--- src/rtl/mem_arbiter_if.sv ---
// mem_arbiter_if -- bundles the fetch port, the data port and the memory-side
// signals of mem_arbiter. The slave modport is the arbiter's view. The master
// modport is the environment's view: it covers both requesters and the memory.
interface mem_arbiter_if;
   logic        i_req_i;
   logic [31:0] i_addr_i;
   logic [31:0] i_rdata_o;
   logic        i_ack_o;
   logic        d_req_i;
   logic        d_we_i;
   logic [31:0] d_addr_i;
   logic [31:0] d_wdata_i;
   logic [31:0] d_rdata_o;
   logic        d_ack_o;
   logic        mem_rd_en_o;
   logic        mem_wr_en_o;
   logic [31:0] mem_addr_o;
   logic [31:0] mem_data_o;
   logic [31:0] mem_data_i;
   logic        mem_ack_i;
   logic        err_o;

   modport slave (
      input  i_req_i, i_addr_i, d_req_i, d_we_i, d_addr_i, d_wdata_i,
             mem_data_i, mem_ack_i,
      output i_rdata_o, i_ack_o, d_rdata_o, d_ack_o,
             mem_rd_en_o, mem_wr_en_o, mem_addr_o, mem_data_o, err_o
   );

   modport master (
      output i_req_i, i_addr_i, d_req_i, d_we_i, d_addr_i, d_wdata_i,
             mem_data_i, mem_ack_i,
      input  i_rdata_o, i_ack_o, d_rdata_o, d_ack_o,
             mem_rd_en_o, mem_wr_en_o, mem_addr_o, mem_data_o, err_o
   );
endinterface

--- src/rtl/mem_arbiter.sv ---
// mem_arbiter -- two-port (fetch / data) arbiter in front of a single memory.
// Each transaction takes IDLE -> BUSY -> RESP. A BUSY watchdog aborts the
// transaction after TIMEOUT_CYCLES cycles with no mem_ack_i. An aborted
// transaction returns rdata 0 and pulses err_o together with the ack.
// Optional feature: define ARB_ROUND_ROBIN_EN to give ties to the port that
// was not granted last. Without it, the data port wins every tie.
module mem_arbiter #(
   parameter int unsigned TIMEOUT_CYCLES = 16
) (
   input  logic          clk,
   input  logic          rst_n,
   mem_arbiter_if.slave  bus
);

   typedef enum logic [1:0] {
      IDLE,
      BUSY,
      RESP
   } state_t;

   localparam logic [7:0] TO_LAST = 8'(TIMEOUT_CYCLES - 1);

   state_t     state;
   logic       owner_d;   // 1 = data port owns the current transaction
   logic [7:0] busy_cnt;
   logic       grant_d;

`ifdef ARB_ROUND_ROBIN_EN
   logic       last_d;    // 1 = data port was granted last

   // winner selection: a tie goes to the port not served last
   always_comb begin
      if (bus.i_req_i && bus.d_req_i) grant_d = !last_d;
      else                            grant_d = bus.d_req_i;
   end
`else
   // winner selection: the data port has fixed priority
   always_comb begin
      grant_d = bus.d_req_i;
   end
`endif

   // transaction FSM with registered memory, ack, rdata and error outputs
   always_ff @(posedge clk or negedge rst_n) begin
      if (!rst_n) begin
         state           <= IDLE;
         owner_d         <= 1'b0;
         busy_cnt        <= '0;
         bus.i_rdata_o   <= '0;
         bus.i_ack_o     <= 1'b0;
         bus.d_rdata_o   <= '0;
         bus.d_ack_o     <= 1'b0;
         bus.mem_rd_en_o <= 1'b0;
         bus.mem_wr_en_o <= 1'b0;
         bus.mem_addr_o  <= '0;
         bus.mem_data_o  <= '0;
         bus.err_o       <= 1'b0;
`ifdef ARB_ROUND_ROBIN_EN
         last_d          <= 1'b1;
`endif
      end else begin
         case (state)
            IDLE: begin
               if (bus.i_req_i || bus.d_req_i) begin
                  // The mem_* registers double as the latched transaction.
                  // They are loaded here and cleared again when BUSY ends.
                  owner_d         <= grant_d;
                  busy_cnt        <= '0;
                  bus.mem_addr_o  <= grant_d ? bus.d_addr_i : bus.i_addr_i;
                  bus.mem_data_o  <= grant_d ? bus.d_wdata_i : '0;
                  bus.mem_wr_en_o <= grant_d && bus.d_we_i;
                  bus.mem_rd_en_o <= !(grant_d && bus.d_we_i);
`ifdef ARB_ROUND_ROBIN_EN
                  last_d          <= grant_d;
`endif
                  state           <= BUSY;
               end
            end
            BUSY: begin
               if (bus.mem_ack_i || busy_cnt == TO_LAST) begin
                  bus.mem_rd_en_o <= 1'b0;
                  bus.mem_wr_en_o <= 1'b0;
                  bus.mem_addr_o  <= '0;
                  bus.mem_data_o  <= '0;
                  bus.err_o       <= !bus.mem_ack_i;
                  if (owner_d) begin
                     bus.d_ack_o <= 1'b1;
                     if (!bus.mem_ack_i)        bus.d_rdata_o <= '0;
                     else if (bus.mem_rd_en_o)  bus.d_rdata_o <= bus.mem_data_i;
                  end else begin
                     bus.i_ack_o   <= 1'b1;
                     bus.i_rdata_o <= bus.mem_ack_i ? bus.mem_data_i : '0;
                  end
                  state <= RESP;
               end else begin
                  busy_cnt <= busy_cnt + 8'd1;
               end
            end
            RESP: begin
               bus.i_ack_o <= 1'b0;
               bus.d_ack_o <= 1'b0;
               bus.err_o   <= 1'b0;
               state       <= IDLE;
            end
            default: state <= IDLE;
         endcase
      end
   end

endmodule

--- src/flat_wrapper.sv ---
// flat-port wrapper written by rule: the top's interface ports become plain ports
module mem_arbiter_flat 
#(
   parameter int unsigned TIMEOUT_CYCLES = 16
)
  (clk, rst_n, bus_i_req_i, bus_i_addr_i, bus_d_req_i, bus_d_we_i, bus_d_addr_i, bus_d_wdata_i, bus_mem_data_i, bus_mem_ack_i, bus_i_rdata_o, bus_i_ack_o, bus_d_rdata_o, bus_d_ack_o, bus_mem_rd_en_o, bus_mem_wr_en_o, bus_mem_addr_o, bus_mem_data_o, bus_err_o);
  mem_arbiter_if bus_i ();
  input  logic clk;
  input  logic rst_n;
  input wire logic [$bits(bus_i.i_req_i)-1:0] bus_i_req_i;
  input wire logic [$bits(bus_i.i_addr_i)-1:0] bus_i_addr_i;
  input wire logic [$bits(bus_i.d_req_i)-1:0] bus_d_req_i;
  input wire logic [$bits(bus_i.d_we_i)-1:0] bus_d_we_i;
  input wire logic [$bits(bus_i.d_addr_i)-1:0] bus_d_addr_i;
  input wire logic [$bits(bus_i.d_wdata_i)-1:0] bus_d_wdata_i;
  input wire logic [$bits(bus_i.mem_data_i)-1:0] bus_mem_data_i;
  input wire logic [$bits(bus_i.mem_ack_i)-1:0] bus_mem_ack_i;
  output wire logic [$bits(bus_i.i_rdata_o)-1:0] bus_i_rdata_o;
  output wire logic [$bits(bus_i.i_ack_o)-1:0] bus_i_ack_o;
  output wire logic [$bits(bus_i.d_rdata_o)-1:0] bus_d_rdata_o;
  output wire logic [$bits(bus_i.d_ack_o)-1:0] bus_d_ack_o;
  output wire logic [$bits(bus_i.mem_rd_en_o)-1:0] bus_mem_rd_en_o;
  output wire logic [$bits(bus_i.mem_wr_en_o)-1:0] bus_mem_wr_en_o;
  output wire logic [$bits(bus_i.mem_addr_o)-1:0] bus_mem_addr_o;
  output wire logic [$bits(bus_i.mem_data_o)-1:0] bus_mem_data_o;
  output wire logic [$bits(bus_i.err_o)-1:0] bus_err_o;
  assign bus_i.i_req_i = bus_i_req_i;
  assign bus_i.i_addr_i = bus_i_addr_i;
  assign bus_i.d_req_i = bus_d_req_i;
  assign bus_i.d_we_i = bus_d_we_i;
  assign bus_i.d_addr_i = bus_d_addr_i;
  assign bus_i.d_wdata_i = bus_d_wdata_i;
  assign bus_i.mem_data_i = bus_mem_data_i;
  assign bus_i.mem_ack_i = bus_mem_ack_i;
  assign bus_i_rdata_o = bus_i.i_rdata_o;
  assign bus_i_ack_o = bus_i.i_ack_o;
  assign bus_d_rdata_o = bus_i.d_rdata_o;
  assign bus_d_ack_o = bus_i.d_ack_o;
  assign bus_mem_rd_en_o = bus_i.mem_rd_en_o;
  assign bus_mem_wr_en_o = bus_i.mem_wr_en_o;
  assign bus_mem_addr_o = bus_i.mem_addr_o;
  assign bus_mem_data_o = bus_i.mem_data_o;
  assign bus_err_o = bus_i.err_o;
  mem_arbiter #(.TIMEOUT_CYCLES(TIMEOUT_CYCLES)) u_core (.clk(clk), .rst_n(rst_n), .bus(bus_i));
endmodule
--- config.mk ---
export PLATFORM = sky130hd
export DESIGN_NAME = mem_arbiter_flat
export DESIGN_NICKNAME = d
export VERILOG_FILES = /design/src/rtl/mem_arbiter_if.sv /design/src/rtl/mem_arbiter.sv /design/src/flat_wrapper.sv
export SDC_FILE = /design/constraint.sdc
export NUM_CORES = 1
export LEC_CHECK = 0
export BUFFER_PORTS_ARGS = -buffer_cell sky130_fd_sc_hd__buf_2
export CAP_MARGIN = 40
export CORE_MARGIN = 4
export CORE_UTILIZATION = 46
export DETAILED_ROUTE_END_ITERATION = 10
export GPL_ROUTABILITY_DRIVEN = 0
export PLACE_DENSITY_LB_ADDON = 0.08
export SYNTH_ARGS = -nofsm -noshare
export SYNTH_HDL_FRONTEND = slang
export SYNTH_SLANG_ARGS = --single-unit
--- constraint.sdc ---
create_clock -name clk -period 2.3 [get_ports clk]
set_input_delay 0.46 -clock clk [delete_from_list [all_inputs] [get_ports clk]]
set_output_delay 0.46 -clock clk [all_outputs]
set_load 0.02 [all_outputs]
# Word-level counts from Yosys, hierarchy flattened
# Index checks and enable logic that the tools add are counted.
[word_totals] ff_bits=144 inputBits=134 wordCells=69
[classes] addsub=1 eq_ne=9 n_mux=29 bitwise_logic=1 reduce_logical=17
[ops] cell="2-to-1 mux 32 bit" n=8
[ops] cell="case mux 32 bit (2 select lines)" n=2
[ops] cell="2-to-1 mux 8 bit" n=2
[ops] cell="case mux 8 bit (2 select lines)" n=1
[ops] cell="AND reduction 3 bit" n=5
[ops] cell="case mux 1 bit (2 select lines)" n=5
[ops] cell="adder 8 x 1 -> 8 bit, second input constant" n=1
[ops] cell="equality test 8 x 4 -> 1 bit, second input constant" n=1
[ops] cell="2-to-1 mux 1 bit" n=8
[ops] cell="inequality test 2 x 1 -> 1 bit, second input constant" n=4
[ops] cell="AND reduction 2 bit" n=3
[ops] cell="2-to-1 mux 2 bit" n=2
[ops] cell="inequality test 2 bit, second input constant" n=2
[ops] cell="case mux 2 bit (2 select lines)" n=1
[ops] cell="AND reduction 4 bit" n=1
[ops] cell="nonzero test 2 bit" n=2
[ops] cell="equality test 2 x 1 -> 1 bit, second input constant" n=1
[ops] cell="equality test 2 bit, second input constant" n=1
[ops] cell="zero test 1 bit" n=2
[ops] cell="zero test 2 bit" n=1
[ops] cell="logical OR 1 bit" n=2
[ops] cell="logical AND 1 bit" n=1
[ops] cell="inverter 1 bit" n=1

# Logic depth before layout (Yosys ltp)
[logic_depth] depth_word=4 mapped_depth=7 mapped_depth_nobuf=5

# Worst setup path after synthesis
# Ideal clock, no wire load.
[synth_path] path_kind="register -> register" start="reg u_core.busy_cnt[5]" end="reg u_core.bus.mem_data_o[0] in the netlist's numbering" setup_time_ns=0.121 arrival_ns=1.667 required_time_ns=2.179 path_slack_ns=0.512 stages_incl_launch_ff=7 n_path_buf=2 path_cell_list="dfrtp_1 > or4_4 > o21ai_4 > a21boi_2 > buf_6 > buf_6 > a22o_1"
[synth_via] elab_chain_len=4
[synth_lines] element="from (decl)" line_no="mem_arbiter.sv:25" source="logic [7:0] busy_cnt;"
[synth_lines] element="from (signal assigned)" line_no="mem_arbiter.sv:96" source="busy_cnt <= busy_cnt + 8'd1;"
[synth_lines] element="equality test 8 x 4 -> 1 bit" line_no="mem_arbiter.sv:80" source="if (bus.mem_ack_i || busy_cnt == TO_LAST) begin"
[synth_lines] element="logical OR 1 bit" line_no="mem_arbiter.sv:80"
[synth_lines] element="inequality test 2 x 1 -> 1 bit (no line)"
[synth_lines] element="AND reduction 3 bit (no line)"
[synth_lines] element="to (signal assigned)" line_no="mem_arbiter.sv:70" source="bus.mem_data_o <= grant_d ? bus.d_wdata_i : '0;"
[synth_lines] element="to (decl)" line_no="mem_arbiter_if.sv:27" source="mem_rd_en_o, mem_wr_en_o, mem_addr_o, mem_data_o, err_o"
# No other way between the ends.
# A chain may end at the register's enable or synchronous reset.

# Worst setup path in the final report
[layout_path] start="reg u_core.busy_cnt[5]" end="reg u_core.bus.mem_data_o[5] in the netlist's numbering"
# The elaborated chain is that of the path after synthesis.

==> summary.txt <==
Status
  • Status: completed

Setup path
  • Critical path's top delay family: compound AO/OA/AOI/OAI gates
  • CP Data Required Time: 2590 ps
  • CP endpoint kind: register
  • Flop-to-flop setup slack: 260 ps
  • Crit-path cells: or4_4 -> o21ai_4 -> a21boi_4 -> buf_12 -> a22o_1
  • CP Buf/Inv Count: 1
  • Worst path slowest cell: or4_4
  • CP peak stage delay: 600 ps
  • Max FO, Critical Path: between 40 and 50
  • Crit path DAT: 2330 ps
  • Critical path class: reg -> reg
  • Worst setup SP type: register

Synth
  • Seq/Total Area, Yosys: 64.2%
  • Post-synth cell types: 34
  • Cell Area, Synth: between 0.005 and 0.006 mm^2
  • Avg Inst Size Synth: 14.1 um^2
  • Synth Warn #: 0
  • Synthesized instance count: 398
  • Seq cells post-synth: 144
  • Syn nets: 533

Clocking
  • Num Clock Sinks: 144
  • Clock Path Buffers: 2
  • Clock transition at path regs: 60 ps
  • Clock Latency Late Sink: 410 ps
  • Setup repair bufs after CTS: 0
  • Total CTS buffers: 17
  • CTS resizes: 0
  • CTS tree: built
  • H-tree lvl count: 4
  • Root buf cell: clkbuf_16
  • Post-CTS Hold Fix Bufs: 1

Final layout
  • Final Cell Area: 0.00778 mm^2
  • Fill count: 939
  • Leading cell type in the layout, fill and taps excluded: buf_2
  • Most frequent cells in the layout: 265 x buf_2, 144 x dfrtp_1, 98 x a22o_1, 32 x mux2i_1, 32 x o2bb2ai_1
  • Layout area overhead: 38.7%
  • Final net count: 799
  • # diodes: 0
  • Share of post-route cells with drive strength above 1: a little under half

Pwr
  • VDD IR-drop max: 0.802 mV
  • Static Leak: around 4.2 nW
  • Clock network fraction of total power: 24.3%
  • Sw frac: 38.6%
  • Share of power burned in registers: a little over a third
  • P per Cell Area: about 1600 mW/mm^2
  • NetSw: 4.74 mW
  • Logic pwr share: 39.9%
  • Cell Int Power: roughly 7.6 mW

GRT
  • Initial antenna violation count: 0
  • Overflow after GRT: 0
  • First-pass GRT wire length: 24500 um
  • Largest net degree at the start of global routing: 58
  • Vias in the first global route: 4626
  • GRT Overall Usage: 22.1%

Detailed routing
  • Via count: 4427
  • Vias per cell: roughly 5.4
  • Initial drt markers: 407
  • Post-Route WL: 15100 um
  • Routed len/inst: around 18 um
  • Number of remaining DRC errors: 0
  • Detail Route Antenna Nets: 0
  • First-pass iteration count of the detailed router: 4

STA
  • F_max: 0.491 GHz
  • Final slew viol count: 0
  • Relative slew slack: 54.2%
  • Final hold vios: 0
  • Crit share post-route: 88.5%
  • Least-Margin Pin Slew: 687 ps
  • Final setup TNS: 0 ps
  • Setup violations, final: 0
  • Final min period: about 2000 ps
  • Setup repair after global routing missed its margin: false
  • Skew final: 7.72 ps

Die
  • Starting density of the core: 46.9%
  • # rows: 40
  • Core footprint: roughly 0.012 mm^2
  • Die H: 118 um
  • Die area: between 0.01 and 0.015 mm^2
  • Chip Width: 118 um
  • # IOs: 267

Place
  • Post-DP Area: 0.00712 mm^2
  • Port bufs: 266
  • DP HPWL: roughly 11000 um

Hold path
  • Worst min path class: in -> reg

Run
  • Maxcap violations: 0
-- worst reg2reg max path, delay by kind of cell, from the launching register on --
kind,cells,cell delay (ps)
AO/OA/AOI/OAI,3,660
buffers and inverters,1,240
flip-flops,1,420
AND/OR/NAND/NOR,1,600
-- metal layers --
layer	vias up	routed length, um	global-route usage, %
li1	2075	-	-
met1	2156	6450	29.0
met2	184	7330	35.0
met3	12	1170	6.51
met4	0	166	8.11
met5	-	0	0
-- state kept, by name, summed over array words and instances (netlist names) --
| name | count |
|---|---|
| u_core.bus.d_rdata_o | 32 |
| u_core.bus.i_rdata_o | 32 |
| u_core.bus.mem_addr_o | 32 |
| u_core.bus.mem_data_o | 32 |
| u_core.busy_cnt | 8 |
| u_core.state | 2 |
| u_core.bus.d_ack_o | 1 |
| u_core.bus.err_o | 1 |
| u_core.bus.i_ack_o | 1 |
| u_core.bus.mem_rd_en_o | 1 |
| u_core.bus.mem_wr_en_o | 1 |
| u_core.owner_d | 1 |
-- logic make-up after synthesis --
kind of cell | after synthesis | share of synthesized area (%)
AOI/OAI and AO/OA | 153 | 23.6
muxes | 32 | 5.71
and+or+nand+nor | 34 | 3.23
DFF | 144 | 64.2
adders and majority gates | 1 | 0.223
buffers and inverters | 34 | 3.08
-- cell usage after synthesis --
master	count	area share [%]
a21boi_0	3	0.40
a21boi_2	1	0.20
a21o_1	2	0.27
a21oi_1	4	0.36
a22o_1	98	15
a22oi_1	1	0.13
a2bb2oi_1	3	0.47
a31oi_1	2	0.22
and2_1	2	0.22
and3_1	2	0.22
buf_1	1	0.067
buf_2	6	0.54
buf_6	5	1.0
clkbuf_1	21	1.4
dfrtp_1	144	64
ha_1	1	0.22
inv_1	1	0.067
mux2i_1	32	5.7
nand2_1	9	0.60
nand2b_1	3	0.33
nand3_1	7	0.62
nand3_2	1	0.18
nand3b_2	1	0.20
nor2_1	6	0.40
nor2b_1	1	0.11
o211a_1	1	0.18
o211ai_1	1	0.13
o211ai_2	1	0.22
o21ai_0	2	0.18
o21ai_4	1	0.29
o2bb2ai_1	32	5.0
o31ai_2	1	0.22
or4_1	1	0.13
or4_4	1	0.20
-- final timing paths --
check                                         startpoint                        end  cells after the start
worst max-delay path                  u_core.busy_cnt[5]   u_core.bus.mem_data_o[5]                      5
min in group asynchronous                          rst_n   u_core.bus.d_rdata_o[23]                      2
worst min-delay path                   bus_d_wdata_i[31]  u_core.bus.mem_data_o[31]                      2
max in group asynchronous                          rst_n         u_core.busy_cnt[0]                      3
worst min register to register  u_core.bus.mem_addr_o[1]   u_core.bus.mem_addr_o[1]                      1
worst max register to register        u_core.busy_cnt[5]   u_core.bus.mem_data_o[5]                      5
-- power groups by stage --
stage / Sequential [mW] / Clock [mW] / Combinational, mW
final: 4.40 / 2.99 / 4.90
after global routing: 4.55 / 3.19 / 5.25
after CTS: 4.40 / 3.06 / 4.97
after detailed placement: 4.39 / 0 / 4.97
after global placement: 4.42 / 0 / 4.84
after floorplan: 5.73 / 0 / 1.74
-- per-stage QoR --
| step | util, % | instances | setup WS, ps | total power [mW] | hold slack, ps |
|---|---|---|---|---|---|
| after floorplan | - | 398 | 512 | 7.46 | 164 |
| after global placement | 59.4 | 790 | 357 | 9.26 | 404 |
| after detailed placement | 59.6 | 791 | 291 | 9.35 | 406 |
| after CTS | 65.1 | 824 | 280 | 12.4 | 245 |
| after global routing | 65.1 | 824 | 183 | 13.0 | 249 |
| final | 65.1 | 824 | 264 | 12.3 | 272 |
-- area by class of cell --
class	instances	area, um^2	share of cell area, %
clock inverters	14	211	2.72
inverters	1	3.75	0.0482
clock buffers	18	439	5.64
repair buffers	280	1490	19.1
flip-flops and latches	144	3600	46.3
well taps	147	184	2.36
multi-input cells	220	1850	23.8
Power figures use the tool's default switching activity.
